===== src/rtl/fifo_pkg.sv =====
// Shared sizing constants for the small elastic FIFO and its wrapping pointers.
// Widths are derived from the depth so that non-power-of-two depths size correctly.
package fifo_pkg;

  localparam int DATA_WIDTH_DEF = 4;
  localparam int DEPTH_DEF      = 5;
  localparam int PTR_W          = $clog2(DEPTH_DEF);
  localparam int CNT_W          = $clog2(DEPTH_DEF + 1);

  // Pointer width for an arbitrary depth; never narrower than one bit.
  function automatic int ptr_bits(input int depth);
    return (depth <= 2) ? 1 : $clog2(depth);
  endfunction

  // Occupancy counter width: must hold the value DEPTH itself.
  function automatic int cnt_bits(input int depth);
    return $clog2(depth + 1);
  endfunction

endpackage


===== src/rtl/fifo_wrap_ptr.sv =====
// Modulo-DEPTH incrementing pointer with synchronous active-high reset and enable.
// Wraps DEPTH-1 -> 0 explicitly, so DEPTH need not be a power of two.
module fifo_wrap_ptr
  import fifo_pkg::*;
#(
  parameter int DEPTH = DEPTH_DEF,
  parameter int P_W   = ptr_bits(DEPTH)
) (
  input  logic           clk,
  input  logic           reset,
  input  logic           en,
  output logic [P_W-1:0] ptr
);

  localparam logic [P_W-1:0] LAST = P_W'(DEPTH - 1);

  logic [P_W-1:0] ptr_q;
  logic [P_W-1:0] ptr_d;

  always_comb begin
    ptr_d = ptr_q;
    if (en) begin
      ptr_d = (ptr_q == LAST) ? '0 : ptr_q + P_W'(1);
    end
  end

  always_ff @(posedge clk) begin
    if (reset) begin
      ptr_q <= '0;
    end else begin
      ptr_q <= ptr_d;
    end
  end

  assign ptr = ptr_q;

endmodule


===== src/rtl/async_fifo_depth5.sv =====
// Single-clock FIFO (name retained for existing instantiations) with registered read data.
// Occupancy is tracked by an explicit counter; full/empty decode that registered count.
module async_fifo_depth5
  import fifo_pkg::*;
#(
  parameter int DATA_WIDTH = DATA_WIDTH_DEF,
  parameter int DEPTH      = DEPTH_DEF
) (
  input  logic                  wclk,
  input  logic                  reset,
  input  logic                  wr_en,
  input  logic [DATA_WIDTH-1:0] data_in,
  input  logic                  rd_en,
  output logic [DATA_WIDTH-1:0] data_out,
  output logic                  full,
  output logic                  empty
);

  localparam int P_W = ptr_bits(DEPTH);
  localparam int C_W = cnt_bits(DEPTH);

  logic [DATA_WIDTH-1:0] mem_q [DEPTH];
  logic [DATA_WIDTH-1:0] mem_d [DEPTH];
  logic [DATA_WIDTH-1:0] data_out_q;
  logic [DATA_WIDTH-1:0] data_out_d;
  logic [C_W-1:0]        count_q;
  logic [C_W-1:0]        count_d;
  logic [P_W-1:0]        wptr;
  logic [P_W-1:0]        rptr;
  logic                  wr_acc;
  logic                  rd_acc;

  assign full   = (count_q == C_W'(DEPTH));
  assign empty  = (count_q == '0);
  assign wr_acc = wr_en && !full;
  assign rd_acc = rd_en && !empty;

  fifo_wrap_ptr #(.DEPTH(DEPTH), .P_W(P_W)) u_wptr (
    .clk   (wclk),
    .reset (reset),
    .en    (wr_acc),
    .ptr   (wptr)
  );

  fifo_wrap_ptr #(.DEPTH(DEPTH), .P_W(P_W)) u_rptr (
    .clk   (wclk),
    .reset (reset),
    .en    (rd_acc),
    .ptr   (rptr)
  );

  // Storage is never cleared; reset only empties it logically via the count.
  always_comb begin
    mem_d = mem_q;
    if (wr_acc) begin
      mem_d[wptr] = data_in;
    end
  end

  always_ff @(posedge wclk) begin
    mem_q <= mem_d;
  end

  // With 0 < count < DEPTH the pointers differ, so a concurrent write never aliases the read.
  always_comb begin
    data_out_d = data_out_q;
    if (rd_acc) begin
      data_out_d = mem_q[rptr];
    end
  end

  always_comb begin
    count_d = count_q;
    case ({wr_acc, rd_acc})
      2'b10:   count_d = count_q + C_W'(1);
      2'b01:   count_d = count_q - C_W'(1);
      default: count_d = count_q;
    endcase
  end

  always_ff @(posedge wclk) begin
    if (reset) begin
      count_q    <= '0;
      data_out_q <= '0;
    end else begin
      count_q    <= count_d;
      data_out_q <= data_out_d;
    end
  end

  assign data_out = data_out_q;

endmodule


===== config.mk =====
export PLATFORM = sky130hd
export DESIGN_NAME = async_fifo_depth5
export DESIGN_NICKNAME = d
export VERILOG_FILES = /design/src/rtl/fifo_pkg.sv /design/src/rtl/fifo_wrap_ptr.sv /design/src/rtl/async_fifo_depth5.sv
export SDC_FILE = /design/constraint.sdc
export NUM_CORES = 1
export LEC_CHECK = 0
export ABC_AREA = 1
export CELL_PAD_IN_SITES_DETAIL_PLACEMENT = 0
export CELL_PAD_IN_SITES_GLOBAL_PLACEMENT = 1
export CORE_MARGIN = 1
export CORE_UTILIZATION = 45
export CTS_BUF_LIST = sky130_fd_sc_hd__clkbuf_8
export DETAILED_ROUTE_END_ITERATION = 10
export GPL_TIMING_DRIVEN = 1
export PLACE_DENSITY_LB_ADDON = 0.15
export SETUP_SLACK_MARGIN = 0.2
export SYNTH_ARGS = -nofsm -noshare
export SYNTH_HDL_FRONTEND = slang
export SYNTH_SLANG_ARGS = --single-unit

===== constraint.sdc =====
create_clock -name wclk -period 2.7 [get_ports wclk]
set_clock_uncertainty 0.2 [all_clocks]
set_input_delay 0.405 -clock wclk [delete_from_list [all_inputs] [get_ports wclk]]
set_output_delay 0.405 -clock wclk [all_outputs]
set_load 0.01 [all_outputs]

==> results.cfg <==
[status]
status = completed

[setup_path]
path_class = in -> reg
crit_path_end_kind = flop
cp_slowest_cell = clkdlybuf4s50_1
timing.critical_path.buf_inv = 3
r2r_cells = 11
reg2reg_from = count_q[0]
critPathMaxFanout = 14
path_cells = clkdlybuf4s50_1, nand2_4, inv_2, ha_1, inv_1, fa_1, nand2_1, nand3_1, o21ai_1, a21oi_1
cp-start-kind = primary input
critPathMaxStageDelay_ns = 0.53
rr_endpoint = count_q[2]
critical_path_arrival_ns = 2.11
reg2reg_slack_ns = 0.68
crit_family = buffers and inverters
required_ns = 2.67

[floorplanning]
rows = 21
die_h_um = 62.61
die_w_um = 62.61
pin_count = 14
die-area_um2 = 3919
initial_core_util_pct = 48.39
core_area_um2 = 3416

[timing]
slew_headroom_pct = 68.02
fin_setup_tns_ns = 0
min_period_ns = 2.132
setup_ws_ns = 0.5679
hold_violations = 0
period_share_pct = 78.97
final_max_slew_viol_count = 0
max_freq_mhz = 469.0
finalSetupViolCount = 0
rsz0062_at_grt = false
tightestPinTransition_ns = 0.4790

[clock_network]
cts_buffer_depth = 2
root_buffer = clkbuf_8
clkLatencyLatePin_ns = 0.28
post_cts_buffers = 0
cts_hold_buf = 0
h-tree-depth = 2
cts_tree = yes
cts.repair.resized = 0
clock_sinks = 33
cts_made_buffers = 5
path_clk_slew_ns = 0.06

[global_route]
grt_pass1_vias = 1198
grt_max_degree = 15
track_usage_pct = 18.08
grt_busiest_layer = met2
antenna_found_initial = 0
grt.met3_usage_pct = 5.474
grt_overflow_total = 0
grt_pass1_wl_mm = 5.313
grtUsageMet2_pct = 32.74
met1_usage_pct = 19.51

[final_layout]
diodes = 0
nets = 216
final_common_cell = inv_1
area_delta_synth_final_pct = 15.59
fill_cells = 328
layoutNonFillerInstCount = 249
multiInputGateArea_um2 = 591.8
regArea_um2 = 860.8
drive_gt1_share_pct = 20.20
final_area_um2 = 1911
fin_util_pct = 55.93
layout_common_cells = inv_1 (37), nand2_1 (32), edfxtp_1 (20)

[yosys]
ys_types = 26
ys_ff_latch = 33
postSynthCellCount = 181
ys_warn_count = 0
syn_area_per_cell_um2 = 9.132
synth-seq-area-share_pct = 52.08
synth.net_count = 195
syn_area_um2 = 1653

[placed_design]
io_buffers = 13
gp_congestion = 0.7551
dp_slack_ns = 0.2600
placed_area_um2 = 1831
place_inst = 241
post-dp-hpwl_mm = 2.250

[min_path]
hp-start = count_q[0]
worstHoldEndpoint = count_q[0]
whs_path_depth = 1
min_path_type = reg -> reg

[drt]
viasPerCell = 4.687
first_pass_iters = 3
routed-via-count = 1167
wirelength_mm = 3.005
wl_per_cell_um = 12.07
drt_iter0_drc = 16
antenna_left = 0
drc = 0

[run]
cap_viol_max_count = 0

[power_and_ir_drop]
p_leak_uw = 0.0008744
ir_drop_mv = 0.5374
power_density_nw_per_um2 = 813.0
[through the flow]
step / hold WS, ns / power (uW)
after global routing: 0.3325 / 1680
after floorplan: 0.2653 / 1098
after detailed placement: 0.3027 / 1236
after global placement: 0.2865 / 1216
final: 0.3150 / 1553
after CTS: 0.3175 / 1576
[worst reg2reg max path, delay by kind of cell, from the launching register on]
kind	cells	cell delay [ns]
AOI/OAI and AO/OA	2	0.17
adders and majority gates	2	0.54
buffers and inverters	3	0.23
DFF	1	0.39
and+or+nand+nor	4	0.39
[state kept, by name, summed over array words and instances (netlist names)]
register,cells
count_q,3
data_out,4
u_rptr.ptr,3
mem_q,20
u_wptr.ptr,3
[report_power, final]
group,internal [uW],switching [uW]
registers,605,66.2
clock network,171,167
logic,224,320
total,1000,553
[area by class of cell]
class	instances	area share, %
flip-flops and latches	33	45.06
multi-input cells	104	30.98
repair buffers	18	8.775
inverters	40	7.990
clock buffers	5	3.602
well taps	46	3.012
clock inverters	3	0.5894
[synth_stat cells]
master     n  area, um2
a21oi_1    8      40.04
a21oi_2    4      35.03
buf_12     1      20.02
buf_2      1      5.000
buf_6      2      22.52
dfxtp_1   13      260.3
edfxtp_1  20      600.6
fa_1       1      20.02
ha_1       5      62.56
inv_1     34      127.6
inv_2      5      18.77
inv_4      1      6.260
nand2_1   32      120.1
nand2_2   11      68.82
nand2_4    1      11.26
nand3_1   13      65.06
nand3_2    1      10.01
nand3_4    1      17.52
nor2_1     8      30.03
nor2_2     5      31.28
nor3_1     6      30.03
nor3_2     1      10.01
nor4_1     1      6.260
o21ai_0    2      10.01
o21ai_1    3      15.01
o21ai_2    1      8.760
[logic make-up after synthesis]
logic type / after synthesis / synth area share (%)
buf+inv: 44 / 12.11
flops: 33 / 52.08
simple gates: 80 / 24.23
compound gates: 18 / 6.586
fa+ha+maj: 6 / 4.996
[how the worst max path moves through the flow]
stage / startpoint / to / slack, ns / depth (start not counted)
3_3_place_gp: rd_en / count_q[2] / 0.32 / 10
2_1_floorplan: count_q[0] / count_q[2] / 0.76 / 12
4_1_cts: rd_en / count_q[2] / 0.55 / 10
5_1_grt: rd_en / count_q[2] / 0.42 / 11
6_report: rd_en / count_q[2] / 0.57 / 10
3_5_place_dp: rd_en / count_q[2] / 0.26 / 10
[per-layer routing]
layer / vias to the layer above / share of wire [%]
li1: 610 / -
met2: 11 / 53
met5: - / 0
met3: 2 / 2.3
met4: 0 / 0.63
met1: 544 / 44
(Power assumes the default switching activity.)
